===== src/rtl/ext_bus_pkg.sv =====
// Shared types and default parameters for the external bus controller.
// Holds the controller FSM states and the layout of one posted-write entry.
package ext_bus_pkg;

  localparam int          DEF_WBUF_DEPTH = 4;
  localparam int          DEF_TIMEOUT    = 15;
  localparam logic [31:0] DEF_ERR_DATA   = 32'hDEADBEEF;

  // Width of the ext_ack wait counter; covers the full 1..255 timeout range.
  localparam int WAIT_W = 8;

  typedef enum logic [1:0] {
    IDLE  = 2'd0,
    WRITE = 2'd1,
    READ  = 2'd2,
    RESP  = 2'd3
  } bus_state_t;

  // One posted write: address in the upper half, data in the lower half.
  typedef struct packed {
    logic [31:0] addr;
    logic [31:0] data;
  } wbuf_entry_t;

endpackage


===== src/rtl/wbuf_fifo.sv =====
// Synchronous FIFO holding posted writes ({addr,wdata}, 64 bits per entry).
// Push is ignored when full, pop when empty; push and pop may share a cycle.
module wbuf_fifo #(
  parameter int DEPTH = 4
) (
  input  logic        clk,
  input  logic        rst,
  input  logic        push,
  input  logic [63:0] wr_data,
  input  logic        pop,
  output logic [63:0] rd_data,
  output logic        full,
  output logic        empty
);

  localparam int AW = $clog2(DEPTH);
  localparam int CW = AW + 1;

  logic [63:0]   mem [DEPTH];
  logic [AW-1:0] wr_ptr;
  logic [AW-1:0] rd_ptr;
  logic [CW-1:0] count;
  logic          do_push;
  logic          do_pop;

  assign do_push = push && !full;
  assign do_pop  = pop && !empty;
  assign full    = (count == CW'(DEPTH));
  assign empty   = (count == '0);
  assign rd_data = mem[rd_ptr];

  // NOTE: sequential state uses non-blocking assignments so every register
  // samples pre-edge values regardless of block ordering.
  always_ff @(posedge clk) begin
    if (rst) begin
      wr_ptr <= '0;
      rd_ptr <= '0;
      count  <= '0;
    end else begin
      if (do_push) wr_ptr <= wr_ptr + AW'(1);
      if (do_pop)  rd_ptr <= rd_ptr + AW'(1);
      count <= count + CW'(do_push) - CW'(do_pop);
    end
  end

  // NOTE: the storage array has no reset; validity is tracked by the
  // pointers and count, so resetting it would only cost flops.
  always_ff @(posedge clk) begin
    if (do_push) mem[wr_ptr] <= wr_data;
  end

endmodule


===== src/rtl/ext_bus_ctrl.sv =====
// CPU-to-external-bus bridge: posted writes through a small FIFO, blocking
// reads with a wait-limit that returns error data and sets a sticky flag.
module ext_bus_ctrl
  import ext_bus_pkg::*;
#(
  parameter int          WBUF_DEPTH = DEF_WBUF_DEPTH,
  parameter int          TIMEOUT    = DEF_TIMEOUT,
  parameter logic [31:0] ERR_DATA   = DEF_ERR_DATA
) (
  input  logic        clk,
  input  logic        rst,
  input  logic [31:0] cpu_addr,
  input  logic        cpu_cs,
  input  logic        cpu_wr_rd,
  input  logic [31:0] cpu_wdata,
  output logic [31:0] cpu_rdata,
  output logic        cpu_stall,
  output logic        ext_req,
  output logic        ext_we,
  output logic [31:0] ext_addr,
  output logic [31:0] ext_wdata,
  input  logic        ext_ack,
  input  logic [31:0] ext_rdata,
  output logic        bus_err
);

  localparam logic [WAIT_W-1:0] TMO = WAIT_W'(TIMEOUT);

  bus_state_t        state;
  bus_state_t        state_nxt;
  logic [WAIT_W-1:0] wait_cnt;
  logic [31:0]       rd_addr;

  logic              wr_req;
  logic              rd_req;
  logic              busy;
  logic              timed_out;

  logic              wb_push;
  logic              wb_pop;
  logic              wb_full;
  logic              wb_empty;
  wbuf_entry_t       wb_in;
  logic [63:0]       wb_head_raw;
  wbuf_entry_t       wb_head;

  logic              rd_addr_load;
  logic              rdata_load;
  logic [31:0]       rdata_nxt;
  logic              err_set;

  assign wr_req = cpu_cs && cpu_wr_rd;
  assign rd_req = cpu_cs && !cpu_wr_rd;

  // A full buffer stalls the write even if the head pops this cycle.
  assign wb_push = wr_req && !wb_full;
  assign wb_in   = '{addr: cpu_addr, data: cpu_wdata};
  assign wb_head = wbuf_entry_t'(wb_head_raw);

  assign cpu_stall = (wr_req && wb_full) || (rd_req && state != RESP);

  assign busy      = (state == WRITE) || (state == READ);
  // An ack arriving on the limit cycle completes normally.
  assign timed_out = busy && !ext_ack && (wait_cnt == TMO);

  wbuf_fifo #(
    .DEPTH (WBUF_DEPTH)
  ) u_wbuf (
    .clk     (clk),
    .rst     (rst),
    .push    (wb_push),
    .wr_data (wb_in),
    .pop     (wb_pop),
    .rd_data (wb_head_raw),
    .full    (wb_full),
    .empty   (wb_empty)
  );

  // External outputs derive only from state and stored data, never cpu_*.
  always_comb begin
    // NOTE: every output gets a default first so no path leaves a variable
    // unassigned, which would otherwise infer a latch.
    state_nxt    = state;
    wb_pop       = 1'b0;
    rd_addr_load = 1'b0;
    rdata_load   = 1'b0;
    rdata_nxt    = ext_rdata;
    err_set      = 1'b0;
    ext_req      = 1'b0;
    ext_we       = 1'b0;
    ext_addr     = '0;
    ext_wdata    = '0;

    unique case (state)
      IDLE: begin
        if (!wb_empty) begin
          state_nxt = WRITE;
        end else if (rd_req) begin
          rd_addr_load = 1'b1;
          state_nxt    = READ;
        end
      end
      WRITE: begin
        ext_req   = 1'b1;
        ext_we    = 1'b1;
        ext_addr  = wb_head.addr;
        ext_wdata = wb_head.data;
        if (ext_ack || timed_out) begin
          wb_pop    = 1'b1;
          err_set   = timed_out;
          state_nxt = IDLE;
        end
      end
      READ: begin
        ext_req  = 1'b1;
        ext_addr = rd_addr;
        if (ext_ack) begin
          rdata_load = 1'b1;
          state_nxt  = RESP;
        end else if (timed_out) begin
          rdata_load = 1'b1;
          rdata_nxt  = ERR_DATA;
          err_set    = 1'b1;
          state_nxt  = RESP;
        end
      end
      RESP: begin
        state_nxt = IDLE;
      end
      default: begin
        state_nxt = IDLE;
      end
    endcase
  end

  always_ff @(posedge clk) begin
    if (rst) begin
      state     <= IDLE;
      wait_cnt  <= '0;
      rd_addr   <= '0;
      cpu_rdata <= '0;
      bus_err   <= 1'b0;
    end else begin
      state <= state_nxt;

      // IDLE always precedes WRITE/READ, so holding zero there clears the
      // counter on entry; it saturates at the limit.
      if (!busy)
        wait_cnt <= '0;
      else if (!ext_ack && wait_cnt != TMO)
        wait_cnt <= wait_cnt + WAIT_W'(1);

      if (rd_addr_load) rd_addr   <= cpu_addr;
      if (rdata_load)   cpu_rdata <= rdata_nxt;
      if (err_set)      bus_err   <= 1'b1;
    end
  end

endmodule

===== config.mk =====
export PLATFORM = sky130hd
export DESIGN_NAME = ext_bus_ctrl
export DESIGN_NICKNAME = d
export VERILOG_FILES = /design/src/rtl/ext_bus_pkg.sv /design/src/rtl/wbuf_fifo.sv /design/src/rtl/ext_bus_ctrl.sv
export SDC_FILE = /design/constraint.sdc
export NUM_CORES = 1
export LEC_CHECK = 0
export CORE_MARGIN = 4
export CORE_UTILIZATION = 58
export CTS_CLUSTER_DIAMETER = 60
export DETAILED_ROUTE_END_ITERATION = 12
export PLACE_DENSITY = 0.87
export SYNTH_ARGS = -nofsm -noshare
export SYNTH_HDL_FRONTEND = slang
export SYNTH_SLANG_ARGS = --single-unit

===== constraint.sdc =====
create_clock -name clk -period 5.62 [get_ports clk]
set_input_delay 1.124 -clock clk [delete_from_list [all_inputs] [get_ports clk]]
set_output_delay 1.124 -clock clk [all_outputs]
set_load 0.01 [all_outputs]

# Word level (Yosys, flattened, before mapping)
# Memory sizes are Yosys's and may differ from the RTL's. A register that Yosys moved wholly into a read port is not among the register bits.
# Index checks and enable logic that the tools add are counted.
[totals] regBits=82 mem_bits_rw=256 input_bits=101 memories=1
[memory_table] name="u_wbuf.mem" words=4 word_bits=64 rd=1 rd_ports_with_merged_regs=1 write_ports=1 line_no="wbuf_fifo.sv:19" text="logic [63:0] mem [DEPTH];"
[op_classes] add_sub_neg=5 eq_ne=10 muxes=28 bitwise=1 reduce_logical=22
[ops] cell="$mux W32" count=4
[ops] cell="$pmux W32 S2" count=1
[ops] cell="$mux W1" count=14
[ops] cell="$mux W2" count=7
[ops] cell="$logic_and A1 B1 Y1" count=10
[ops] cell="$add A8 B1 Y8 const B" count=1
[ops] cell="$eq A8 B4 Y1 const B" count=1
[ops] cell="$ne A8 B4 Y1 const B" count=1
[ops] cell="$pmux W2 S4" count=1
[ops] cell="$ne A3 B3 Y1 const B" count=2
[ops] cell="$add A2 B1 Y2 const B" count=2
[ops] cell="$eq A2 B2 Y1 const B" count=2
[ops] cell="$logic_not A1 Y1" count=4
[ops] cell="$reduce_or A2 Y1" count=2
[ops] cell="$add A3 B1 Y3" count=1
[ops] cell="$eq A3 B3 Y1 const B" count=1
[ops] cell="$logic_not A3 Y1" count=1
[ops] cell="$logic_or A1 B1 Y1" count=3
[ops] cell="$reduce_and A3 Y1" count=1
[ops] cell="$sub A3 B1 Y3" count=1
[ops] cell="$eq A2 B1 Y1 const B" count=1
[ops] cell="$logic_not A2 Y1" count=1
[ops] cell="$ne A2 B1 Y1 const B" count=1
[ops] cell="$ne A2 B2 Y1 const B" count=1
[ops] cell="2 further kinds" count=2

# Logic depth before layout (Yosys ltp)
# Gate-level depths: netlist (run 1).
[logic_depth] depth_word=10 ltp_mapped=13 ltp_nobuf=12

# By module
# From an unflattened synthesis (run 1), not the netlist that was laid out.
[hier_totals] hier_cells=853 hier_area_um2=13375.3
[by_module_without_submodules] mod="wbuf_fifo" n_inst=1 cells_each=385 area_per_inst_um2=9781.9 seq_area_each_um2=7867.5
[by_module_without_submodules] mod="ext_bus_ctrl" n_inst=1 cells_each=468 area_per_inst_um2=3593.4 seq_area_each_um2=1501.4

# Least setup slack after synthesis (run 1)
# Ideal clock, no wire load.
[synth_timing] path_kind="input-to-reg" start="input cpu_cs" end="memory u_wbuf.mem[0][0] (enable)" setup_time_ns=0.429 arrival_ns=3.090 required_ns=5.191 path_slack_ns=2.101 stages=3 path_buffers=0 cell_sequence="nand2_1 > a21oi_1 > and2_1"
[synth_between] elab_chain_len=5
[synth_rtl] item="start, declared" line_no="ext_bus_ctrl.sv:13" text="input logic cpu_cs,"
[synth_rtl] item="$logic_and A1 B1 Y1" line_no="ext_bus_ctrl.sv:52" text="assign wr_req = cpu_cs && cpu_wr_rd;"
[synth_rtl] item="$logic_and A1 B1 Y1" line_no="ext_bus_ctrl.sv:56" text="assign wb_push = wr_req && !wb_full;"
[synth_rtl] item="$logic_and A1 B1 Y1" line_no="wbuf_fifo.sv:26" text="assign do_push = push && !full;"
[synth_rtl] item="net u_wbuf.do_push" line_no="wbuf_fifo.sv:23" text="logic do_push;"
[synth_rtl] item="$mux W1" line_no="wbuf_fifo.sv:49" text="if (do_push) mem[wr_ptr] <= wr_data;"
[synth_rtl] item="$mux W1 (not written as such)" line_no="wbuf_fifo.sv:49"
[synth_rtl] item="end, declared" line_no="wbuf_fifo.sv:19"
# The timed path passes the listed nets, and every way through them passes these cells.

# Worst setup path after layout (run 1)
[layout_timing] start="register state[1]" end="output ext_addr[28]"
[layout_between] elab_chain_len=2
[layout_rtl] item="start, declared" line_no="ext_bus_ctrl.sv:29" text="bus_state_t state;"
[layout_rtl] item="start signal, assigned" line_no="ext_bus_ctrl.sv:144" text="state <= state_nxt;"
[layout_rtl] item="$eq A2 B2 Y1 / $eq A2 B1 Y1 (equally long branches)" line_no="ext_bus_ctrl.sv:94" text="unique case (state)"
[layout_rtl] item="$pmux W32 S2 (*)" line_no="ext_bus_ctrl.sv:94"
[layout_rtl] item="end, declared" line_no="ext_bus_ctrl.sv:20" text="output logic [31:0] ext_addr,"
# Every way passes the cells marked *; elsewhere a longest branch is shown, timed or not.

==> results.py, run 1 <==
metrics = {
    "clock_tree": {
        "cts_inserted_buffers": 35,
        "postCtsSetupRepairBufs": 0,
        "cts_tree": "built",
        "insertion_delay_ns": 0.51,
        "cts.sinks": 340,
        "post_cts_resize_count": 0,
        "path_clk_slew_ns": 0.06,
        "clockBufferDepth": 3,
        "htree_num_levels": 2,
        "cts_root_buffer": "clkbuf_16",
        "holdBufCountCts": 0,
    },
    "layout": {
        "register_area_mm2": 0.00938,
        "nNetsFinal": 1152,
        "areaGrowthSynthToFinish_pct": 25.9,
        "layout-drive-gt1-share": 0.137,
        "diodes": 0,
        "multi_input_area_mm2": 0.00369,
        "nFillCells": 1342,
    },
    "timing": {
        "post-route-worst-setup-slack_ns": 1.32,
        "hold_violations": 0,
        "worstMarginPinSlew_ns": 1.13,
        "max_slew_margin": 0.248,
        "setup_viol": 0,
        "fmax_ghz": 0.233,
        "fin_crit_sh": 0.764,
        "period_minus_slack_ns": 4.30,
        "finClkSkew_ns": 0.0103,
        "rsz0062_at_grt": "no",
        "finalSetupTns_ns": 0,
        "finalMaxSlewViolations": 0,
    },
    "logic_synthesis": {
        "syn_nets": 961,
        "avgSynthCellArea_um2": 15.7,
        "yosys_warnings": 0,
        "synth-simple-area-share": 0.0844,
        "synth.yosys.seq_area_share": 0.703,
        "ys_async_sr_fraction": 0,
        "synthCells": 847,
        "ys_seq_elements": 340,
        "synth_top_family_by_area": "multiplexers",
        "syn_area_mm2": 0.0133,
        "synth_top_cells_by_count": "256 x edfxtp_1, 84 x dfxtp_1, 76 x nand2_1",
        "synthMostInstantiatedCell": "edfxtp_1",
        "synth_cell_types": 43,
        "yosys.area.top_type": "edfxtp_1",
        "netlist.area_leader.share": 0.577,
        "synth_area_leaders": "edfxtp_1 58%, dfxtp_1 13%, mux4_2 11%",
        "synth_compound_area_frac": 0.0608,
        "yosys.area_share.xor_xnor": 0.00592,
        "synthFlopType": "edfxtp_1",
        "synth_edf_count": 256,
        "synth.area.mux_share": 0.112,
        "synth_fa_ha_area_frac": 0.0128,
    },
    "worst_hold_path": {
        "worstHoldPathType": "reg2reg",
        "min_from": "rd_addr[25]",
        "holdPathEnd": "rd_addr[25]",
        "worstHoldPathCells": 2,
    },
    "worst_setup_path": {
        "r2r_end": "u_wbuf.count[2]",
        "crit_type": "reg2out",
        "reg2reg_depth": 12,
        "r2r_slack_ns": 2.29,
        "worstReg2RegStart": "state[0]",
        "arrival_ns": 3.17,
        "start_kind": "flop",
        "worstPathRequired_ns": 4.50,
        "crit_fanout": 45,
        "end_kind": "output port",
    },
    "global_routing": {
        "gr-total-overflow": 0,
        "grt_use_total": 0.230,
        "grt_max_degree": 65,
        "antenna_found_initial": 0,
        "grt_pass1_wl_mm": 46.2,
        "grt_pass1_vias": 8245,
    },
    "die": {
        "initial_utilization": 0.588,
        "die_w_um": 160,
        "core_region_area_mm2": 0.0226,
        "row_count": 55,
        "fp.dieH_um": 160,
        "io_pins": 201,
        "die-area_mm2": 0.0255,
    },
    "pwr": {
        "power_per_cell_area_mw_per_mm2": 403,
        "ir_drop_mv": 0.303,
        "p_leak_nw": 5.42,
    },
    "route": {
        "drt_wl_total_mm": 29.2,
        "drc_errors": 0,
        "dr.first_iter.drc_count": 653,
        "vias": 7860,
        "via_per_inst": 5.83,
        "drtAntennaViolNets": 0,
        "routedWlPerCell_um": 21.7,
        "firstDrtPassIters": 5,
    },
    "flow_run": {
        "drv_cap": 0,
    },
    "place": {
        "dp_worst_setup_slack_ns": 1.88,
        "portBuffers": 200,
        "hpwl_mm": 17.0,
        "gp_congestion": 0.765,
    },
    "status": {
        "run_status": "complete, no violations",
    },
}
==> worst max-delay path, cell delays in order, from the launching register on <==
cell,delay [ns]
dfxtp_1,0.34
inv_1,0.12
ha_2,0.58
buf_4,0.56
a22oi_1,0.15
nor2b_1,0.29
clkdlybuf4s50_1,0.61
==> report_power, final <==
part | switching [mW] | leakage [nW] | internal [mW]
Combinational | 0.689 | 1.79 | 0.603
Sequential | 0.0884 | 3.01 | 2.88
Clock | 0.933 | 0.621 | 1.57
Total | 1.71 | 5.42 | 5.05
==> worst max-delay path by stage <==
stage	from	to	slack, ns	depth (start not counted)
final	state[1]	ext_addr[28]	1.32	6
after CTS	flop	ext_wdata[30]	1.33	4
after global placement	flop	ext_wdata[20]	1.91	4
after global routing	flop	ext_wdata[30]	1.19	4
after floorplan	cpu_cs	u_wbuf.mem[0][0]	2.10	3
after detailed placement	flop	ext_wdata[28]	1.88	4
==> flip-flops by register name, indices dropped and copies added, names as in the netlist, named ones only <==
register and count:
rd_addr 32, state 2, bus_err 1, u_wbuf.mem 256, wait_cnt 8, u_wbuf.count 3, cpu_rdata 32, u_wbuf.wr_ptr 2
u_wbuf.rd_ptr 2
==> layout make-up <==
cell class	instances	share of cell area
clock inverters	17	0.0159
flip-flops and latches	340	0.559
multi-input cells	444	0.220
well taps	285	0.0213
clock buffers	46	0.0590
inverters	10	0.00224
repair buffers	207	0.122
==> per-layer routing <==
layer	up-vias	track usage	share of wire	routed length, um
li1	3570	-	-	-
met1	3941	0.306	0.40	11700
met2	296	0.392	0.51	14800
met3	53	0.0412	0.068	1990
met4	0	0.0686	0.023	673
met5	-	0	0	0
==> per-stage QoR <==
step                      utilization  total power, mW  hold WS [ns]  instances  area, um^2
after floorplan                     -             3.73         0.437        847       13300
after global placement          0.685             4.27         0.442       1286       15500
after detailed placement        0.685             4.30         0.447       1286       15500
after CTS                       0.741             6.79         0.457       1349       16800
after global routing            0.741             7.02         0.472       1349       16800
final                           0.741             6.76         0.456       1349       16800
==> placed cells by master, fill, tap and decap left out, types with 34 or more instances in the layout <==
cell type / Yosys / routed
nor2b_1: 34 / 34
nor2_1: 63 / 63
dfxtp_1: 84 / 82
edfxtp_1: 256 / 256
clkdlybuf4s50_1: 0 / 199
clkbuf_16: 0 / 37
mux4_2: 64 / 64
nand2_1: 76 / 76
and2_1: 38 / 34
a21oi_1: 45 / 45
==> cells by family after synthesis <==
group                    Yosys count
AO/OA/AOI/OAI                    123
multiplexers                      69
buffers and inverters             63
AND/OR/NAND/NOR                  230
XOR/XNOR                           9
adder cells (fa/ha/maj)           13
flip-flops                       340
(Power assumes the default switching activity.)
==> run 2: changes to the inputs <==
--- a/config.mk
+++ b/config.mk
@@ -6,10 +6,10 @@
 export NUM_CORES = 1
 export LEC_CHECK = 0
 export CORE_MARGIN = 4
-export CORE_UTILIZATION = 58
+export CORE_UTILIZATION = 54
 export CTS_CLUSTER_DIAMETER = 60
 export DETAILED_ROUTE_END_ITERATION = 12
-export PLACE_DENSITY = 0.87
+export PLACE_DENSITY = 0.82
 export SYNTH_ARGS = -nofsm -noshare
 export SYNTH_HDL_FRONTEND = slang
 export SYNTH_SLANG_ARGS = --single-unit
==> constraint.sdc (replaced) <==
create_clock -name clk -period 4.3 [get_ports clk]
set_input_delay 0.86 -clock clk [delete_from_list [all_inputs] [get_ports clk]]
set_output_delay 0.86 -clock clk [all_outputs]
set_load 0.01 [all_outputs]
==> run 2 against run 1 <==
Net effect:
- non-clock buffer count grew 14
- critical endpoint is now ext_addr[20]
- final cell count grew 4.2%
- largest power group unchanged
- clock skew rose by 0.0078 ns
- largest cell class unchanged
==> results.py, run 2 (synthesis gave the netlist of run 1 again) <==
metrics = {
    "worst_hold_path": {
        "worstHoldPathType": "reg2reg",
        "min_from": "rd_addr[27]",
    },
    "worst_setup_path": {
        "worstReg2RegStart": "state[1]",
        "crit_type": "reg2out",
        "crit_slowest_cell": "clkdlybuf4s50_1",
        "cpPeakStageDelay_ns": 0.61,
        "crit_path_start": "state[1]",
        "crit_chain": "inv_1 -> ha_2 -> buf_12 -> a22oi_1 -> nor2b_1 -> clkdlybuf4s50_1",
        "crit_fanout": 49,
        "start_kind": "flop",
        "worstPathRequired_ns": 3.44,
        "arrival_ns": 2.81,
        "crit_family": "buffers and inverters",
        "end_kind": "output port",
        "critPathBufInv": 3,
    },
    "global_routing": {
        "grtUsageMet2": 0.357,
        "grt_pass1_wl_mm": 45.5,
        "met3_usage": 0.0464,
        "antenna_found_initial": 3,
        "gr-total-overflow": 0,
        "grt_pass1_vias": 8129,
        "grt_use_total": 0.217,
        "use_met1": 0.292,
        "grt_max_degree": 50,
        "grt-busiest-layer": "met2",
    },
    "pwr": {
        "swShare": 0.260,
        "power_per_cell_area_mw_per_mm2": 504,
        "total_power_mw": 8.48,
        "ir_drop_mv": 0.367,
        "clkPwrFrac": 0.342,
        "combinationalPowerShare": 0.204,
        "p_switching_mw": 2.20,
        "p_int_mw": 6.28,
        "p_seq_frac": 0.454,
        "p_leak_nw": 5.43,
    },
    "clock_tree": {
        "htree_num_levels": 2,
        "cts_tree": "built",
        "insertion_delay_ns": 0.52,
        "post_cts_resize_count": 0,
        "clockBufferDepth": 3,
        "path_clk_slew_ns": 0.06,
        "cts_inserted_buffers": 35,
        "postCtsSetupRepairBufs": 0,
        "cts_root_buffer": "clkbuf_16",
        "cts.sinks": 340,
        "holdBufCountCts": 0,
    },
    "layout": {
        "layout_commonest_cell": "edfxtp_1",
        "largest_register_ffs": 256,
        "nNetsFinal": 1166,
        "final_cell_mix": "256 x edfxtp_1, 199 x clkdlybuf4s50_1, 82 x dfxtp_1",
        "top_register": "u_wbuf.mem",
        "fin_cells": 1405,
        "finalCoreUtilization": 0.692,
        "reg.largest.list": "u_wbuf.mem (256), cpu_rdata (32), rd_addr (32)",
        "fin_area_mm2": 0.0168,
        "areaGrowthSynthToFinish_pct": 26.4,
        "layout-drive-gt1-share": 0.139,
    },
    "die": {
        "core_region_area_mm2": 0.0243,
        "row_count": 57,
        "die-area_mm2": 0.0272,
        "die_w_um": 165,
        "initial_utilization": 0.548,
        "fp.dieH_um": 165,
        "io_pins": 201,
    },
    "timing": {
        "hold_violations": 0,
        "setup_viol": 0,
        "post-route-worst-setup-slack_ns": 0.628,
        "max_slew_margin": 0.410,
        "hold_slack_ns": 0.455,
        "finalSetupTns_ns": 0,
        "finalMaxSlewViolations": 0,
        "finClkSkew_ns": 0.0181,
        "fin_crit_sh": 0.854,
        "worstMarginPinSlew_ns": 0.885,
        "rsz0062_at_grt": "no",
        "period_minus_slack_ns": 3.67,
        "fmax_ghz": 0.272,
    },
    "flow_run": {
        "drv_cap": 0,
    },
    "place": {
        "portBuffers": 200,
        "gp_congestion": 0.762,
        "dp_cells": 1339,
        "dpl_cell_area_mm2": 0.0157,
        "hpwl_mm": 18.0,
        "dp_worst_setup_slack_ns": 0.863,
    },
    "status": {
        "run_status": "complete, no violations",
    },
    "route": {
        "firstDrtPassIters": 5,
        "drtAntennaViolNets": 0,
        "via_per_inst": 5.60,
        "routedWlPerCell_um": 20.8,
        "drc_errors": 0,
        "vias": 7861,
        "dr.first_iter.drc_count": 685,
        "drt_wl_total_mm": 29.2,
    },
}
[run 2: cell types whose count changed in the layout (fill, tap and decap cells not counted)]
| cell | delta |
|---|---|
| inv_6 | +2 |
| buf_12 | +5 |
| bufinv_16 | -4 |
| clkinv_2 | -4 |
| diode_2 | +2 |
| clkbuf_16 | -2 |
| clkbuf_1 | +3 |
| buf_4 | +9 |
| clkbuf_8 | -2 |
| clkinv_1 | +8 |
[run 2: final timing paths]
| check | to | slack [ns] | cells past startpoint |
|---|---|---|---|
| worst max register to register | u_wbuf.count[2] | 1.10 | 12 |
| worst min-delay path | rd_addr[27] | 0.46 | 2 |
| worst max-delay path | ext_addr[20] | 0.63 | 6 |
| worst min register to register | rd_addr[27] | 0.46 | 2 |
[run 2: power groups by stage]
stage / Combinational, mW / Clock (mW) / Sequential, mW
final: 1.73 / 2.90 / 3.86
after global routing: 1.87 / 3.12 / 3.88
after CTS: 1.75 / 2.96 / 3.86
after detailed placement: 1.73 / 0 / 3.92
after global placement: 1.70 / 0 / 3.91
after floorplan: 0.938 / 0 / 3.93
[run 2: worst min-delay path: cells and delay by family (launching register included)]
kind / cells / cell delay (ns)
flip-flops: 1 / 0.31
AND/OR/NAND/NOR: 1 / 0.05
AO/OA/AOI/OAI: 1 / 0.05
[run 2: layout make-up]
class / instances / area (um^2)
flip-flops and latches: 340 / 9380
fillers: 1602 / 7490
multi-input cells: 444 / 3690
repair buffers: 221 / 2220
clock buffers: 45 / 923
well taps: 324 / 405
clock inverters: 19 / 174
inverters: 10 / 37.5
diodes: 2 / 5.00
[run 2: metal layers]
metal,wire (um),vias up
met4,733,2
met2,14800,267
li1,-,3604
met3,1820,51
met5,13,-
met1,11900,3937
==> run 3: changes to the inputs <==
--- a/config.mk
+++ b/config.mk
@@ -10,6 +10,7 @@
 export CTS_CLUSTER_DIAMETER = 60
 export DETAILED_ROUTE_END_ITERATION = 12
 export PLACE_DENSITY = 0.82
+export SKIP_LAST_GASP = 1
 export SYNTH_ARGS = -nofsm -noshare
 export SYNTH_HDL_FRONTEND = slang
 export SYNTH_SLANG_ARGS = --single-unit
==> results of run 3 <==
Final layout, timing and power as in run 2 (identical DEF).
==> RTL change 1, RTL diff (config.mk and constraints of run 2) <==
`WAIT_W`: 8 -> 9.
--- a/src/rtl/ext_bus_pkg.sv
+++ b/src/rtl/ext_bus_pkg.sv
@@ -9,3 +9,3 @@
   // Width of the ext_ack wait counter; covers the full 1..255 timeout range.
-  localparam int WAIT_W = 8;
+  localparam int WAIT_W = 9;
 
Check against the original RTL: no difference found for any inputs over 4 cycles, from zero or initial values and one cycle with rst high; that may be too few to reach the edited logic, so the function may still have changed.
==> RTL change 1 against run 2 <==
  * Synthesized area down 0.11%
  * Sequential cell count up 1
  * Cell area down 0.23%
  * Clock skew down 0.0076 ns
  * Worst setup slack worse by 0.25 ns
  * Register-to-register slack better by 0.42 ns
  * Largest cell class unchanged
  * Critical path depth unchanged
  * Hold slack worse by 0.0023 ns
  * Global-route usage down 0.38 points
  * Critical endpoint is now ext_addr[9]
  * Synthesized cell count up 0.71%
  * Total power down 0.79%
  * Routed wire length down 1.0%
==> RTL change 1: results (changes against run 2) <==
- Status: finished, final reports clean
- XOR/XNOR share of the synthesized area: 0.724% (+0.13 points)
- Gp weighted congestion: 0.847 (+11%)
- Critical Path Sink: ext_addr[9]
- First-pass GRT wire length: 44.6 mm (-1.9%)
- Final nets: 1,168 (+0.17%)
- Ranking of synthesized cells by area: edfxtp_1 (58%), dfxtp_1 (13%), mux4_2 (11%)
- Synth cell types: 45 (+4.7%)
- Avg Vias per Cell: 5.69 (+1.7%)
- Sequential power share: 46.1% (+0.7 points)
- ANT cells: 0 (-2)
- Seq/Total Area, Yosys: 70.6% (+0.23 points)
- HP Start: rd_addr[19]$_SDFFE_PP0P_
- Vias in the first global route: 8,082 (-0.58%)
- Worst slack, placed: 0.902 ns (+0.0385 ns)
- Post-DP HPWL: 17.4 mm (-3.6%)
- Comb pwr: 1.69 mW (-2%)
- Critical path arrival: 3.06 ns (+0.25 ns)
- Routed len/inst: 20.6 um (-0.91%)
- DP Area: 15,700 um^2 (-0.14%)
- Syn_nets: 967 (+0.62%)
- Routed WL: 28.9 mm (-1.0%)
- CTS Buf Count: 34 (-2.9%)
- Hold Worst Slack: 0.453 ns (-0.00226 ns)
- Static Leakage: 5.43 nW (+0.15%)
- Peak supply drop: 357 uV (-2.8%)
- Area share of fa/ha/maj cells after synthesis: 1.28% (+0.0014 points)
- FMAX: 255 MHz (-6.4%)
- Worst Skew: 0.0104 ns (-0.00765 ns)
- NetSw: 2.20 mW (about the same)
- Slew of the pin with the lowest slew margin: 1.07 ns (+0.181 ns)
- Post-synthesis mux area share: 11.2% (+0.022 points)
- CP Max Fanout: 22 (-55%)
- DP Cell Count: 1,342 (+0.22%)
- Hold Path End: rd_addr[19]$_SDFFE_PP0P_
- Synth Area in Compound Gates: 6.15% (+0.073 points)
- Fillers: 1,641 (+2.4%)
- Total Routing Usage GR: 21.3% (-0.38 points)
- Slowest CP cell: inv_1
- Reg-to-Reg Start: state[0]$_SDFFE_PP0P_
- Clock latency on the worst-skew pair: 0.50 ns (-0.02 ns)
- R2R Setup Slk: 1.52 ns (+0.42 ns)
- DRT iter0 DRCs: 509 (-26%)
- Largest net degree at the start of global routing: 69 (+38%)
==> RTL change 1: changes by cell type in the layout (fill, tap and decap cells not counted), moves of 3 or more <==
cell,delta
mux2_2,+3
nor2_1,+35
clkinv_1,-6
clkbuf_8,+4
buf_4,-7
nor2b_1,-31
==> RTL change 1: worst max-delay path, delay by kind of cell (launching register included) <==
kind	cells	cell delay [ns]
buffers and inverters	4	1.71
DFF	1	0.39
adders and majority gates	1	0.37
and+or+nand+nor	1	0.07
==> RTL change 1: layout make-up <==
type	count	area, um^2	area share [%]
clock buffers	52	1010	6.04
clock inverters	9	70.1	0.417
inverters	11	41.3	0.246
multi-input cells	451	3680	21.9
flip-flops and latches	341	9400	56.0
well taps	324	405	2.41
repair buffers	215	2180	13.0
==> RTL change 1: layer usage <==
layer	part of all wire, %	track usage, %
met1	40	28.4
met2	50	35.7
met3	7.7	4.47
met4	2.4	6.16
met5	0.042	0
==> RTL change 2, RTL diff (flow settings as in run 2) <==
Without the edit above. The 4 states of `bus_state_t` get a Gray code encoding in 2 bits.
--- a/src/rtl/ext_bus_pkg.sv
+++ b/src/rtl/ext_bus_pkg.sv
@@ -12,6 +12,6 @@
   typedef enum logic [1:0] {
-    IDLE  = 2'd0,
-    WRITE = 2'd1,
-    READ  = 2'd2,
-    RESP  = 2'd3
+    IDLE  = 2'b00,
+    WRITE = 2'b01,
+    READ  = 2'b11,
+    RESP  = 2'b10
   } bus_state_t;
Behaviour: no difference found for any inputs over 4 cycles, from zero or initial values and one cycle with rst high; so few cycles prove little.
==> RTL change 2 against run 2 <==
  * Critical path depth fell by 1
  * Total power shrank 2.0%
  * Routed wire length shrank 3.7%
  * Clock power rose by 8.3%
  * Worst setup slack worse by 0.012 ns
  * Sequential cell count did not move
  * Clock skew fell by 0.0055 ns
  * Register-to-register slack gained 0.38 ns
  * Cell area is 0.56% higher
  * Synthesized area hardly changed
  * Die area barely moved
  * Hold slack worse by 0.0020 ns
  * Critical path type unchanged
==> RTL change 2: results (changes against run 2) <==
- Status: finished, final reports clean
- Register area: 9380 um^2 (about the same)
- Vias in the first global route: 7,886 (-3.0%)
- Reg-to-Reg Start: wait_cnt[0]$_SDFFE_PP0P_
- Seq/Total Area, Yosys: 70.3% (about the same)
- Inverters excl. clock: 9 (-1)
- Comb pwr: 1.38 mW (-20%)
- Worst slack, placed: 0.939 ns (+0.0756 ns)
- Count of flip-flops and latches: 340 (unchanged)
- Clk cell area share: 7.13% (+0.61 points)
- NetSw: 1.95 mW (-12%)
- Power per cell area: 491 nW/um^2 (-2.5%)
- Synth cell types: 39 (-9.3%)
- DP Cell Count: 1,321 (-1.3%)
- Slowest CP cell: dfxtp_4
- Share of layout cells above drive strength 1: 14.2% (+0.34 points)
- Total Routing Usage GR: 20.7% (-0.98 points)
- Non-clk bufs: 215 (-2.7%)
- DP Area: 15,700 um^2 (about the same)
- Routed WL: 28.1 mm (-3.7%)
- Fillers: 1,584 (-1.1%)
- R2R Setup Slk: 1.48 ns (+0.38 ns)
- Worst reg2reg path depth: 11 (-1)
- DRT iter0 DRCs: 491 (-28%)
- Post-DP HPWL: 16.8 mm (-6.7%)
- Sequential power share: 45.6% (+0.2 points)
- Syn_nets: 941 (-2.1%)
- CP Max Fanout: 27 (-45%)
- GR Util met3: 4.14% (-0.50 points)
- Final Cell Area: 16,900 um^2 (+0.56%)
- Peak supply drop: 343 uV (-6.6%)
- Gp weighted congestion: 0.762 (about the same)
- Ranking of synthesized cells by area: edfxtp_1 (58%), dfxtp_1 (13%), mux4_2 (11%)
- Clkbuf count: 43 (-4.4%)
- Final nets: 1,143 (-2.0%)
- Comb_multi_in: 433 (-2.5%)
- Synth top cells by count: edfxtp_1 (256), dfxtp_1 (84), nand2_1 (75)
- Mapped Cells: 832 (-1.8%)
- Slowest Stage Delay on Critical Path: 0.73 ns (+0.12 ns)
- Worst Skew: 0.0126 ns (-0.00547 ns)
- Data buffer area share: 12.9% (-0.27 points)
- Static Leakage: 5.47 nW (+0.75%)
- Vias after detailed routing: 7,538 (-4.1%)
-- RTL change 2: cell count changes after synthesis, sizes merged, moves of 5 or more --
cell / change
a21oi: -9
a22oi: -32
and2: -34
clkbuf: -6
ha: -5
mux2i: +39
nand2b: +10
nor2b: +34
o21ai: -8
-- RTL change 2: worst min path at each step --
| stage | from | endpoint | slack [ns] | cells past startpoint |
|---|---|---|---|---|
| 4_1_cts | rd_addr[9]$_SDFFE_PP0P_ | rd_addr[9]$_SDFFE_PP0P_ | 0.46 | 2 |
| 3_3_place_gp | rd_addr[2]$_SDFFE_PP0P_ | rd_addr[2]$_SDFFE_PP0P_ | 0.44 | 2 |
| 3_5_place_dp | rd_addr[1]$_SDFFE_PP0P_ | rd_addr[1]$_SDFFE_PP0P_ | 0.45 | 2 |
| 2_1_floorplan | rd_addr[0]$_SDFFE_PP0P_ | rd_addr[0]$_SDFFE_PP0P_ | 0.44 | 2 |
| 5_1_grt | rd_addr[9]$_SDFFE_PP0P_ | rd_addr[9]$_SDFFE_PP0P_ | 0.48 | 2 |
| 6_report | rd_addr[9]$_SDFFE_PP0P_ | rd_addr[9]$_SDFFE_PP0P_ | 0.45 | 2 |
-- RTL change 2: kinds of logic after synthesis --
family | Yosys count | synth area share (%)
mux | 109 | 14.2
flops | 340 | 70.3
simple gates | 239 | 8.85
buf+inv | 59 | 2.00
compound gates | 67 | 3.16
xor+xnor | 10 | 0.657
fa+ha+maj | 8 | 0.807
-- RTL change 2: routing by layer --
layer  part of all wire (%)  vias up
li1                       -     3497
met1                     41     3728
met2                     50      252
met3                    6.3       57
met4                    2.9        4
met5                  0.078        -
-- RTL change 2: critical path: cells and delay by family (launching register included) --
family                 cells  cell delay (ns)
buffers and inverters      2             0.81
AND/OR/NAND/NOR            1             0.06
flip-flops                 1             0.73
multiplexers               2             0.70
